==> src/rtl/sdram_avm_master_pkg.sv <==
// Shared constants and state encoding for the SDRAM Avalon-MM master.
// Latency: n/a (declarations only).
// Backpressure: n/a.
package sdram_avm_master_pkg;

  localparam int DEF_ADDR_W = 24;
  localparam int DEF_DATA_W = 16;

  // Width of the outstanding-read counter (MAX_PENDING is limited to 1..15).
  localparam int CNT_W = 4;

  // Byteenable_n value for an inactive bus. Slice to the bus width in use.
  localparam logic [63:0] BE_NONE = '1;

  // IDLE: no command register; ISSUE: command register valid on the bus.
  typedef enum logic {
    ST_IDLE  = 1'b0,
    ST_ISSUE = 1'b1
  } state_e;

endpackage

==> src/rtl/sdram_avm_pending_ctr.sv <==
// Outstanding-read counter: +1 per read loaded, -1 per read returned.
// Latency: count updates on the next edge; next value exposed combinationally.
// Backpressure: saturates at MAX_PENDING and at zero; full/empty gate the caller.
module sdram_avm_pending_ctr
  import sdram_avm_master_pkg::*;
#(
  parameter int MAX_PENDING = 4
) (
  input  logic             clk_i,
  input  logic             rst_i,
  input  logic             inc_i,
  input  logic             dec_i,
  output logic [CNT_W-1:0] cnt_nxt_o,
  output logic             full_o,
  output logic             empty_o
);

  localparam logic [CNT_W-1:0] CNT_MAX = CNT_W'(MAX_PENDING);

  logic [CNT_W-1:0] cnt_q, cnt_d;

  // Next count: a simultaneous load and return cancel out.
  always_comb begin
    cnt_d = cnt_q;
    if (inc_i && !dec_i && (cnt_q != CNT_MAX)) begin
      cnt_d = cnt_q + CNT_W'(1);
    end else if (dec_i && !inc_i && (cnt_q != '0)) begin
      cnt_d = cnt_q - CNT_W'(1);
    end
  end

  // Count register.
  always_ff @(posedge clk_i) begin
    if (rst_i) begin
      cnt_q <= '0;
    end else begin
      cnt_q <= cnt_d;
    end
  end

  assign cnt_nxt_o = cnt_d;
  assign full_o    = (cnt_q == CNT_MAX);
  assign empty_o   = (cnt_q == '0);

endmodule

==> src/rtl/sdram_avm_master.sv <==
// Avalon-MM master for the SDRAM s1 port: single-word host requests, pipelined reads.
// Latency: command on bus the edge after host accept; read data 1 cycle after readdatavalid.
// Backpressure: req_ready follows waitrequest and the outstanding-read limit; no rsp backpressure.
module sdram_avm_master
  import sdram_avm_master_pkg::*;
#(
  parameter int ADDR_W       = DEF_ADDR_W,
  parameter int DATA_W       = DEF_DATA_W,
  parameter int MAX_PENDING  = 4,
  parameter int WAIT_TIMEOUT = 1024,
  parameter int BE_W         = DATA_W / 8
) (
  input  logic              clk_clk,
  input  logic              reset_reset,
  input  logic              req_valid,
  output logic              req_ready,
  input  logic              req_write,
  input  logic [ADDR_W-1:0] req_addr,
  input  logic [DATA_W-1:0] req_wdata,
  input  logic [BE_W-1:0]   req_be,
  output logic              rsp_valid,
  output logic [DATA_W-1:0] rsp_data,
  output logic              idle,
  output logic              err_timeout,
  output logic              err_stray,
  output logic [ADDR_W-1:0] avm_address,
  output logic [BE_W-1:0]   avm_byteenable_n,
  output logic              avm_chipselect,
  output logic [DATA_W-1:0] avm_writedata,
  output logic              avm_read_n,
  output logic              avm_write_n,
  input  logic [DATA_W-1:0] avm_readdata,
  input  logic              avm_readdatavalid,
  input  logic              avm_waitrequest
);

  localparam int               STALL_W   = $clog2(WAIT_TIMEOUT + 1);
  localparam logic [STALL_W-1:0] STALL_MAX = STALL_W'(WAIT_TIMEOUT);
  localparam logic [BE_W-1:0]  BE_OFF    = BE_NONE[BE_W-1:0];

  state_e              state_q, state_d;
  logic [ADDR_W-1:0]   addr_q;
  logic [BE_W-1:0]     be_n_q;
  logic                cs_q;
  logic [DATA_W-1:0]   wdata_q;
  logic                read_n_q, write_n_q;
  logic                rsp_valid_q;
  logic [DATA_W-1:0]   rsp_data_q;
  logic                idle_q;
  logic                err_timeout_q, err_stray_q;
  logic [STALL_W-1:0]  stall_q, stall_d;

  logic                bus_accept, host_acc, rd_load, rd_done, stray;
  logic                full, empty;
  logic [CNT_W-1:0]    inflight_nxt;

  // Handshake decode, next state and stall counting.
  always_comb begin
    bus_accept = (state_q == ST_ISSUE) && cs_q && !avm_waitrequest;
    req_ready  = ((state_q == ST_IDLE) || bus_accept) && !full;
    host_acc   = req_valid && req_ready;
    rd_load    = host_acc && !req_write;
    rd_done    = avm_readdatavalid && !empty;
    stray      = avm_readdatavalid && empty;

    state_d = state_q;
    if (host_acc) begin
      state_d = ST_ISSUE;
    end else if (bus_accept) begin
      state_d = ST_IDLE;
    end

    stall_d = stall_q;
    if (bus_accept) begin
      stall_d = '0;
    end else if ((state_q == ST_ISSUE) && avm_waitrequest && (stall_q != STALL_MAX)) begin
      stall_d = stall_q + STALL_W'(1);
    end
  end

  sdram_avm_pending_ctr #(
    .MAX_PENDING (MAX_PENDING)
  ) u_pending (
    .clk_i     (clk_clk),
    .rst_i     (reset_reset),
    .inc_i     (rd_load),
    .dec_i     (rd_done),
    .cnt_nxt_o (inflight_nxt),
    .full_o    (full),
    .empty_o   (empty)
  );

  // Command FSM with registered Avalon outputs; a stalled command is never abandoned.
  always_ff @(posedge clk_clk) begin
    if (reset_reset) begin
      state_q   <= ST_IDLE;
      cs_q      <= 1'b0;
      read_n_q  <= 1'b1;
      write_n_q <= 1'b1;
      be_n_q    <= BE_OFF;
      addr_q    <= '0;
      wdata_q   <= '0;
    end else begin
      state_q <= state_d;
      if (host_acc) begin
        cs_q      <= 1'b1;
        read_n_q  <= req_write;
        write_n_q <= !req_write;
        be_n_q    <= req_write ? ~req_be : '0;
        addr_q    <= req_addr;
        wdata_q   <= req_wdata;
      end else if (bus_accept) begin
        cs_q      <= 1'b0;
        read_n_q  <= 1'b1;
        write_n_q <= 1'b1;
        be_n_q    <= BE_OFF;
      end
    end
  end

  // Read response, status flags and the timeout stall counter.
  always_ff @(posedge clk_clk) begin
    if (reset_reset) begin
      rsp_valid_q   <= 1'b0;
      rsp_data_q    <= '0;
      idle_q        <= 1'b1;
      err_timeout_q <= 1'b0;
      err_stray_q   <= 1'b0;
      stall_q       <= '0;
    end else begin
      rsp_valid_q <= rd_done;
      if (rd_done) begin
        rsp_data_q <= avm_readdata;
      end
      idle_q  <= (state_d == ST_IDLE) && (inflight_nxt == '0);
      stall_q <= stall_d;
      if (stall_d == STALL_MAX) begin
        err_timeout_q <= 1'b1;
      end
      if (stray) begin
        err_stray_q <= 1'b1;
      end
    end
  end

  assign avm_address      = addr_q;
  assign avm_byteenable_n = be_n_q;
  assign avm_chipselect   = cs_q;
  assign avm_writedata    = wdata_q;
  assign avm_read_n       = read_n_q;
  assign avm_write_n      = write_n_q;
  assign rsp_valid        = rsp_valid_q;
  assign rsp_data         = rsp_data_q;
  assign idle             = idle_q;
  assign err_timeout      = err_timeout_q;
  assign err_stray        = err_stray_q;

endmodule
==> config.mk <==
export PLATFORM = sky130hd
export DESIGN_NAME = sdram_avm_master
export DESIGN_NICKNAME = d
export VERILOG_FILES = /design/src/rtl/sdram_avm_master_pkg.sv /design/src/rtl/sdram_avm_pending_ctr.sv /design/src/rtl/sdram_avm_master.sv
export SDC_FILE = /design/constraint.sdc
export NUM_CORES = 1
export LEC_CHECK = 0
export ABC_AREA = 1
export CORE_MARGIN = 2
export CORE_UTILIZATION = 31
export DETAILED_ROUTE_END_ITERATION = 7
export PLACE_DENSITY = 0.64
export SLEW_MARGIN = 40
export SYNTH_ARGS = -nofsm -noshare
export SYNTH_HDL_FRONTEND = slang
export SYNTH_SLANG_ARGS = --single-unit
==> constraint.sdc <==
create_clock -name clk_clk -period 2.4 [get_ports clk_clk]
set_clock_uncertainty 0.05 [all_clocks]
set_input_delay 0.48 -clock clk_clk [delete_from_list [all_inputs] [get_ports clk_clk]]
set_output_delay 0.48 -clock clk_clk [all_outputs]
set_load 0.1 [all_outputs]
-- After elaboration in Yosys (flattened, before gate mapping)
Cells that the tools add are included.
- memory bits (writable): 0
- output and inout port bits: 66
- memories: 0
- bits in registers: 81
- bits in read-only memories: 0
- input bits: 64
- bits in latches: 0
- $lt $le $gt $ge: 0
- bitwise logic cells: 3
- shift operators: 0
- equal/unequal tests: 4
- muxes and demuxes: 14
- multipliers: 0
- reduce and logical (&&, ||, !) cells: 25
- divide/modulo/power cells: 0
- add/sub/neg operators: 3
- operators with widths (operator ; number):
    $mux W11 ; 2
    $logic_and A1 B1 Y1 ; 14
    $add A11 B1 Y11 const B ; 1
    $eq A11 B11 Y1 const B ; 1
    $ne A11 B11 Y1 const B ; 1
    $logic_not A4 Y1 ; 2
    $mux W4 ; 2
    $mux W1 ; 7
    $logic_not A1 Y1 ; 6
    $mux W2 ; 3
    $add A4 B1 Y4 const B ; 1
    $eq A4 B3 Y1 const B ; 1
    $ne A4 B3 Y1 const B ; 1
    $reduce_bool A4 Y1 ; 1
    $sub A4 B1 Y4 const B ; 1
    $not A1 Y1 ; 2
    $not A2 Y2 ; 1
    $reduce_bool A2 Y1 ; 1
    $logic_or A1 B1 Y1 ; 1

-- Depth between registers and ports, before layout
Gate-level depths: netlist of the first run.
- word-level depth: 13
- depth in mapped cells: 14

-- Cells and area by module
A second synthesis of the first run with hierarchy kept.
- cell total of the unflattened synthesis: 453
- area, all modules: 3359.5 um2
- by module, submodules not included (module ; cells each ; area an instance (um2) ; times used):
    sdram_avm_master ; 401 ; 3034.2 ; 1
    sdram_avm_pending_ctr ; 52 ; 325.3 ; 1

-- Least setup slack after synthesis of the first run
Ideal clock, no wire load.
- path type: register to output
- from: reg cs_q (netlist: avm_chipselect)
- to: out req_ready
- path buffers: 0
- path slack: -0.157 ns
- data required time: 1.870 ns
- arrival: 2.027 ns
- stages on the path, launching flop included: 5
- cells stage by stage: dfxtp_1 > nand3_2 > nand2_2 > nand2_4 > inv_1
- cells in the longest elaborated chain, start to end: 4
- ends and longest elaborated chain (what ; RTL line ; RTL):
    from (decl) ; sdram_avm_master.sv:44 ; logic cs_q;
    from (signal assigned) ; sdram_avm_master.sv:97 ; cs_q <= 1'b0;
    from (signal assigned) ; sdram_avm_master.sv:106 ; cs_q <= 1'b1;
    from (signal assigned) ; sdram_avm_master.sv:113 ; cs_q <= 1'b0;
    $logic_and A1 B1 Y1 (2 in a row) ; sdram_avm_master.sv:59 ; bus_accept = (state_q == ST_ISSUE) && cs_q && !avm_waitrequest;
    $logic_or A1 B1 Y1 ; sdram_avm_master.sv:60 ; req_ready = ((state_q == ST_IDLE) || bus_accept) && !full;
    $logic_and A1 B1 Y1 ; sdram_avm_master.sv:60 ;
    to (decl) ; sdram_avm_master.sv:16 ; output logic req_ready,
No other way between the ends.

-- Worst setup path in the final report of the first run
- from: reg u_pending.cnt_q[0]
- to: out req_ready
- cells in the longest elaborated chain, start to end: 3
- ends and longest elaborated chain (what ; RTL line ; RTL):
    from (decl) ; sdram_avm_pending_ctr.sv:20 ; logic [CNT_W-1:0] cnt_q, cnt_d;
    from (signal assigned) ; sdram_avm_pending_ctr.sv:37 ; cnt_q <= cnt_d;
    $eq A4 B3 Y1 ; sdram_avm_pending_ctr.sv:42 ; assign full_o = (cnt_q == CNT_MAX);
    $logic_not A1 Y1 ; sdram_avm_master.sv:60 ;
    $logic_and A1 B1 Y1 ; sdram_avm_master.sv:60 ;
No other way between the ends.

==> impl_metrics.yaml, run 1 <==
timing:
  tightest_slew_ns: 0.4731
  final.period_utilization: 0.9183
  final.setup.tns_ns: 0
  rsz0062_at_grt: "no"
  slew_violations: 0
  setup-violations-final: 0
  maxSlewHeadroom: 0.6844
  hold_viol_final: 0
  fmax_ghz: 0.4537
  min_period_ns: 2.204
grt:
  grt_pass1_wl_um: 15440
  grt_max_degree: 47
  grt_pass1_vias: 3354
  grt-ovfl-total: 0
  grt_util_all_layers: 0.1656
  antenna_found_initial: 0
worst_hold_path:
  hp-start: "err_stray$_SDFFE_PP0P_"
  whs_path_depth: 2
  hold_class: "flop to flop"
drt:
  postRouteWirelength_um: 9537
  drtIter0Drc: 166
  drc: 0
  via_count: 3471
  antenna_left: 0
  wire_per_inst_um: 12.72
  dr.pass1.iters: 6
  vias_per_cell: 4.628
critical_path:
  max_stage_delay_ns: 0.39
  startpoint_type: "flop"
  startpoint: "u_pending.cnt_q[0]$_SDFF_PP0_"
  slowest_stage: "dfxtp_1"
  required_ns: 1.87
  critPathKind: "flop to output port"
  worst_ep_arrival_time_ns: 1.67
  critPathMaxFanout: 4
  rr_startpoint: "stall_q[0]$_SDFF_PP0_"
  critPathCaptureType: "output port"
  timing.critical_path.mode_cell: "inv_1"
  reg2regPathDepth: 12
  crit_chain: "inv_1, ha_1, nand3_1, nand2_4, inv_1, buf_12"
cts:
  cts_buffers: 9
  tritoncts: "built"
  holdBufCountCts: 0
  insertion_delay_ns: 0.36
  cts_sinks: 81
  cts_buffer_depth: 2
  post_cts_buffers: 0
  clkSlewWorstSetupHoldPaths_ns: 0.09
  htreeDepth: 3
  ctsResizeCount: 0
  root_buffer: "clkbuf_8"
yosys:
  ys_ff_latch: 81
  synthArstFlopShare: 0
  synth_area_um2: 3438
  seq_area_frac_synth: 0.4716
  syn_avg_cell_area_um2: 7.163
  synth_edf_count: 0
  synth_fp_nets: 548
  yosys_most_used_dff: "dfxtp_1"
  synthesis.yosys.warnings: 0
  synthCells: 480
  netlist-cell-type-count: 32
flow_run:
  cap_viol_max_count: 0
layout:
  antennaDiodeCount: 0
  drive_above_1_share: 0.1754
  area_delta_synth_final_pct: 43.30
  layout.nets: 673
  layout_commonest_cell: "nor2_1"
  nFillCells: 1078
  final_core_util: 0.4545
  layout_common_cells: "nor2_1, dfxtp_1, nand2_1"
floorplan:
  core_um2: 10840
  io_pins: 130
  die_h_um: 109.3
  die_area_um2: 11950
  floorplan.initialDensity: 0.3172
  dieWidth_um: 109.3
  num_rows: 38
place:
  io_buffers: 129
  gp_congestion: 0.8166
  post-dp-hpwl_um: 7085
power:
  vdd_drop_max_mv: 0.6823
  leakage_nw: 2.294
  powerDensity_nw_per_um2: 1265
outcome:
  status: "completed"
## layout make-up
cell class	count	area, µm²	area share
Inverter	32	122.6	0.02489
Clock inverter	5	62.56	0.01270
Timing Repair Buffer	136	1204	0.2443
Multi-Input combinational cell	345	1599	0.3245
Sequential cell	81	1623	0.3294
Tap cell	140	175.2	0.03555
Clock buffer	11	141.4	0.02869
## sequential cells by signal, summed over array words and instances (netlist names), 2 cells and up
signal / flops
avm_address: 24
avm_byteenable_n: 2
avm_writedata: 16
rsp_data: 16
stall_q: 11
u_pending.cnt_q: 4
## critical path: cells and delay by family, from the launching register on
family        cells  cell delay, ns
fa+ha+maj         1            0.28
buf+inv           3            0.40
flops             1            0.39
simple gates      2            0.24
## synth_stat cells (2+ instances only)
cell | number | share of area
nor2_1 | 143 | 0.16
o21ai_0 | 65 | 0.095
inv_2 | 2 | 0.0022
dfxtp_1 | 81 | 0.47
nand4_1 | 4 | 0.0073
nand3_1 | 22 | 0.032
inv_1 | 29 | 0.032
nand2_1 | 77 | 0.084
nand2_2 | 5 | 0.0091
xor2_1 | 4 | 0.010
nor3_1 | 2 | 0.0029
ha_1 | 4 | 0.015
clkbuf_1 | 18 | 0.020
a21oi_1 | 6 | 0.0087
## worst paths after layout
path,end,slack (ns)
setup / recovery,req_ready,0.20
hold / removal,err_stray$_SDFFE_PP0P_,0.42
setup reg to reg,err_timeout$_SDFFE_PP0N_,0.44
hold reg to reg,err_stray$_SDFFE_PP0P_,0.42
## power breakdown
| part | internal, mW | switching [mW] |
|---|---|---|
| Clock | 0.517 | 0.505 |
| Combinational | 0.743 | 2.65 |
| Sequential | 1.64 | 0.178 |
| Total | 2.90 | 3.33 |
## through the flow
stage | hold slack, ns | cell area (µm²) | cells | total power, mW | setup slack (ns)
2_1_floorplan | 0.4506 | 3440 | 480 | 4.459 | 0.2110
3_3_place_gp | 0.4112 | 4723 | 734 | 5.222 | 0.1855
3_5_place_dp | 0.4187 | 4723 | 734 | 5.253 | 0.1821
4_1_cts | 0.4310 | 4927 | 750 | 6.291 | 0.1625
5_1_grt | 0.4484 | 4927 | 750 | 6.542 | 0.09791
6_report | 0.4243 | 4927 | 750 | 6.233 | 0.1960
## cells by family after synthesis
kind of cell	synth area share
xor gates and xnor gates	0.01747
DFF	0.4716
AOI/OAI and AO/OA	0.1172
adders and majority gates	0.01456
buffers and inverters	0.06332
and+or+nand+nor	0.3159
## routing by layer
| metal | vias up | global-route usage | wire length, µm |
|---|---|---|---|
| met1 | 1557 | 0.1866 | 3908 |
| met4 | 0 | 0.05606 | 175 |
| met3 | 11 | 0.07469 | 1044 |
| met2 | 139 | 0.2786 | 4409 |
| met5 | - | 0 | 0 |
| li1 | 1764 | - | - |
Power figures use the tool's default switching activity.
==> inputs of run 2 (changes only) <==
--- a/config.mk
+++ b/config.mk
@@ -13,4 +13,5 @@
 export SLEW_MARGIN = 40
 export SYNTH_ARGS = -nofsm -noshare
 export SYNTH_HDL_FRONTEND = slang
+export SYNTH_HIERARCHICAL = 1
 export SYNTH_SLANG_ARGS = --single-unit
==> constraint.sdc (replaced) <==
create_clock -name clk_clk -period 2.1 [get_ports clk_clk]
set_clock_uncertainty 0.05 [all_clocks]
set_input_delay 0.42 -clock clk_clk [delete_from_list [all_inputs] [get_ports clk_clk]]
set_output_delay 0.42 -clock clk_clk [all_outputs]
set_load 0.1 [all_outputs]
==> impl_metrics.yaml, run 2 <==
layout:
  area_delta_synth_final_pct: 55.38
  layout.nets: 684
  layout_common_cells: "nand2_1, buf_4, dfxtp_1"
  stdcell_area_um2: 5220
  largest_register_ffs: 24
  drive_above_1_share: 0.2866
  nFillCells: 1065
  layout_commonest_cell: "nand2_1"
  antennaDiodeCount: 0
cts:
  cts_buffer_depth: 2
  insertion_delay_ns: 0.34
  root_buffer: "clkbuf_8"
  clkSlewWorstSetupHoldPaths_ns: 0.09
  tritoncts: "built"
  cts_sinks: 81
  htreeDepth: 3
  cts_buffers: 9
  holdBufCountCts: 0
grt:
  grt_pass1_vias: 3342
  grt_pass1_wl_um: 15050
  antenna_found_initial: 0
  grt-ovfl-total: 0
  grt_max_degree: 60
  grt_util_all_layers: 0.1605
yosys:
  yosys.area.top_type: "dfxtp_1"
  synthesis.yosys.warnings: 6
  synth_top_family_by_area: "simple AND/OR/NAND/NOR gates"
  syn_avg_cell_area_um2: 7.416
  synth_fp_nets: 521
  netlist-cell-type-count: 26
  synth_edf_count: 0
  synth_area_um2: 3359
  yosysMostFrequentCell: "nand2_1"
  synth_common_cells: "nand2_1, dfxtp_1, nor2_1"
  synth_area_leaders: "dfxtp_1, nand2_1, nor2_1"
  synthSimpleGateAreaFrac: 0.3043
  synthArstFlopShare: 0
  ys_ff_latch: 81
  synth_top_area_share: 0.4827
  synth_xor_area_frac: 0
  yosys_most_used_dff: "dfxtp_1"
  synth_compound_area_frac: 0.1292
  synthAdderAreaFrac: 0.01490
  synth.area.mux_share: 0
  synthCells: 453
  seq_area_frac_synth: 0.4827
floorplan:
  core_um2: 10700
  floorplan.initialDensity: 0.3140
  io_pins: 130
  dieWidth_um: 108.1
  num_rows: 38
  die_area_um2: 11690
  die_h_um: 108.1
timing:
  final.period_utilization: 1.096
  slew_violations: 0
  fin_ws_ns: -0.2009
  setup-violations-final: 1
  tightest_slew_ns: 0.7088
  fmax_ghz: 0.4346
  final.setup.tns_ns: -0.2009
  rsz0062_at_grt: "yes"
  min_period_ns: 2.301
  hold_viol_final: 0
  maxSlewHeadroom: 0.5275
power:
  p_int_mw: 2.823
  leakage_nw: 2.328
  swShare: 0.4072
  clockPowerShare: 0.262
  power_frac_seq: 0.365
  p_sw_mw: 1.939
  vdd_drop_max_mv: 0.5973
  powerDensity_nw_per_um2: 912.3
  pwr-share-comb: 0.372
drt:
  drc: 0
  drtIter0Drc: 122
  vias_per_cell: 4.570
  dr.pass1.iters: 4
  postRouteWirelength_um: 9395
  wire_per_inst_um: 12.35
  antenna_left: 0
  via_count: 3478
critical_path:
  required_ns: 2.32
  slowest_stage: "or4_1"
  timing.critical_path.mode_cell: "nand2_2"
  critPathMaxFanout: 4
  max_stage_delay_ns: 0.49
  startpoint: "avm_chipselect$_SDFFE_PP0P_"
  rr_startpoint: "avm_chipselect$_SDFFE_PP0P_"
  critPathKind: "flop to flop"
  startpoint_type: "flop"
  crit_family: "simple AND/OR/NAND/NOR gates"
  crit_chain: "inv_2, nor3_4, inv_2, a21oi_4, nand2_4, nor2_4, inv_2, nor2_4, nand2_2, nand2_2, nand2_2, nand2_2, inv_1, or4_1, o21ai_1"
  path_buf_inv: 4
  critPathCaptureType: "flop"
  worst_ep_arrival_time_ns: 2.52
outcome:
  violations: "setup timing"
  status: "finished, violations left"
worst_hold_path:
  hold_class: "flop to flop"
  hp-start: "err_timeout$_SDFFE_PP0N_"
place:
  placed_area_um2: 4880
  post-dp-hpwl_um: 6620
  io_buffers: 129
  gp_congestion: 0.9032
flow_run:
  cap_viol_max_count: 0
## run 2: cell types whose count changed after synthesis, sizes merged, moves of 3 or more
| cell | change |
|---|---|
| nand2 | +48 |
| a21oi | +42 |
| nand3 | +4 |
| clkbuf | -6 |
| buf | +3 |
| nor2 | -73 |
| o21ai | -42 |
| xor2 | -5 |
## run 2: cells by family after synthesis
logic type / after synthesis
AOI/OAI and AO/OA: 76
adders and majority gates: 4
buffers and inverters: 52
DFF: 81
and+or+nand+nor: 240
## run 2: what timing repair did
| action | CTS | global route |
|---|---|---|
| gates resized for setup | 13 | 6 |
| endpoints found under the setup margin | 43 | 45 |
| buffers inserted | 11 | 0 |
| pin swaps | 9 | 9 |
## run 2: path summary, 6_finish.rpt
check | endpoint | slack [ns] | cells after the start
hold / removal | err_timeout$_SDFFE_PP0N_ | 0.41 | 2
setup reg to reg | idle$_SDFF_PP1_ | -0.20 | 15
hold reg to reg | err_timeout$_SDFFE_PP0N_ | 0.41 | 2
setup / recovery | idle$_SDFF_PP1_ | -0.20 | 15
## run 2: area by class of cell
class / instances / area (µm²) / share of cell area
Tap cell: 140 / 175.2 / 0.03356
Inverter: 33 / 131.4 / 0.02517
Multi-Input combinational cell: 320 / 1572 / 0.3011
Clock inverter: 5 / 61.31 / 0.01174
Timing Repair Buffer: 171 / 1489 / 0.2852
Clock buffer: 11 / 162.7 / 0.03116
Sequential cell: 81 / 1629 / 0.3121
## run 2: tightest hold or removal path: stages (launching register included)
cell and delay (ns):
dfxtp_1 0.32, inv_1 0.05, a21oi_1 0.05
## run 2: power groups by stage
| stage | Clock [mW] | Combinational, mW | Sequential (mW) |
|---|---|---|---|
| 3_5_place_dp | 0 | 1.74 | 1.77 |
| 2_1_floorplan | 0 | 0.381 | 2.63 |
| 6_report | 1.25 | 1.77 | 1.74 |
| 5_1_grt | 1.36 | 1.86 | 1.76 |
| 4_1_cts | 1.30 | 1.77 | 1.74 |
| 3_3_place_gp | 0 | 1.72 | 1.77 |
## run 2: stage by stage
stage | instances | setup WS, ns | total power [mW] | hold slack [ns] | utilization
floorplan | 453 | -0.9390 | 3.006 | 0.4324 | -
global placement | 736 | -0.6320 | 3.487 | 0.3915 | 0.4561
detailed placement | 736 | -0.7041 | 3.508 | 0.4015 | 0.4561
CTS | 763 | -0.1564 | 4.811 | 0.4147 | 0.4878
global route | 761 | -0.3555 | 4.978 | 0.4316 | 0.4880
finish | 761 | -0.2009 | 4.762 | 0.4119 | 0.4880
## run 2: routing by layer
layer  track usage  vias up  wire (µm)
li1              -     1764          -
met4       0.05952        0        112
met2        0.2812      104       4591
met1        0.1833     1598       4000
met3       0.04943       12        692
met5             0        -          0
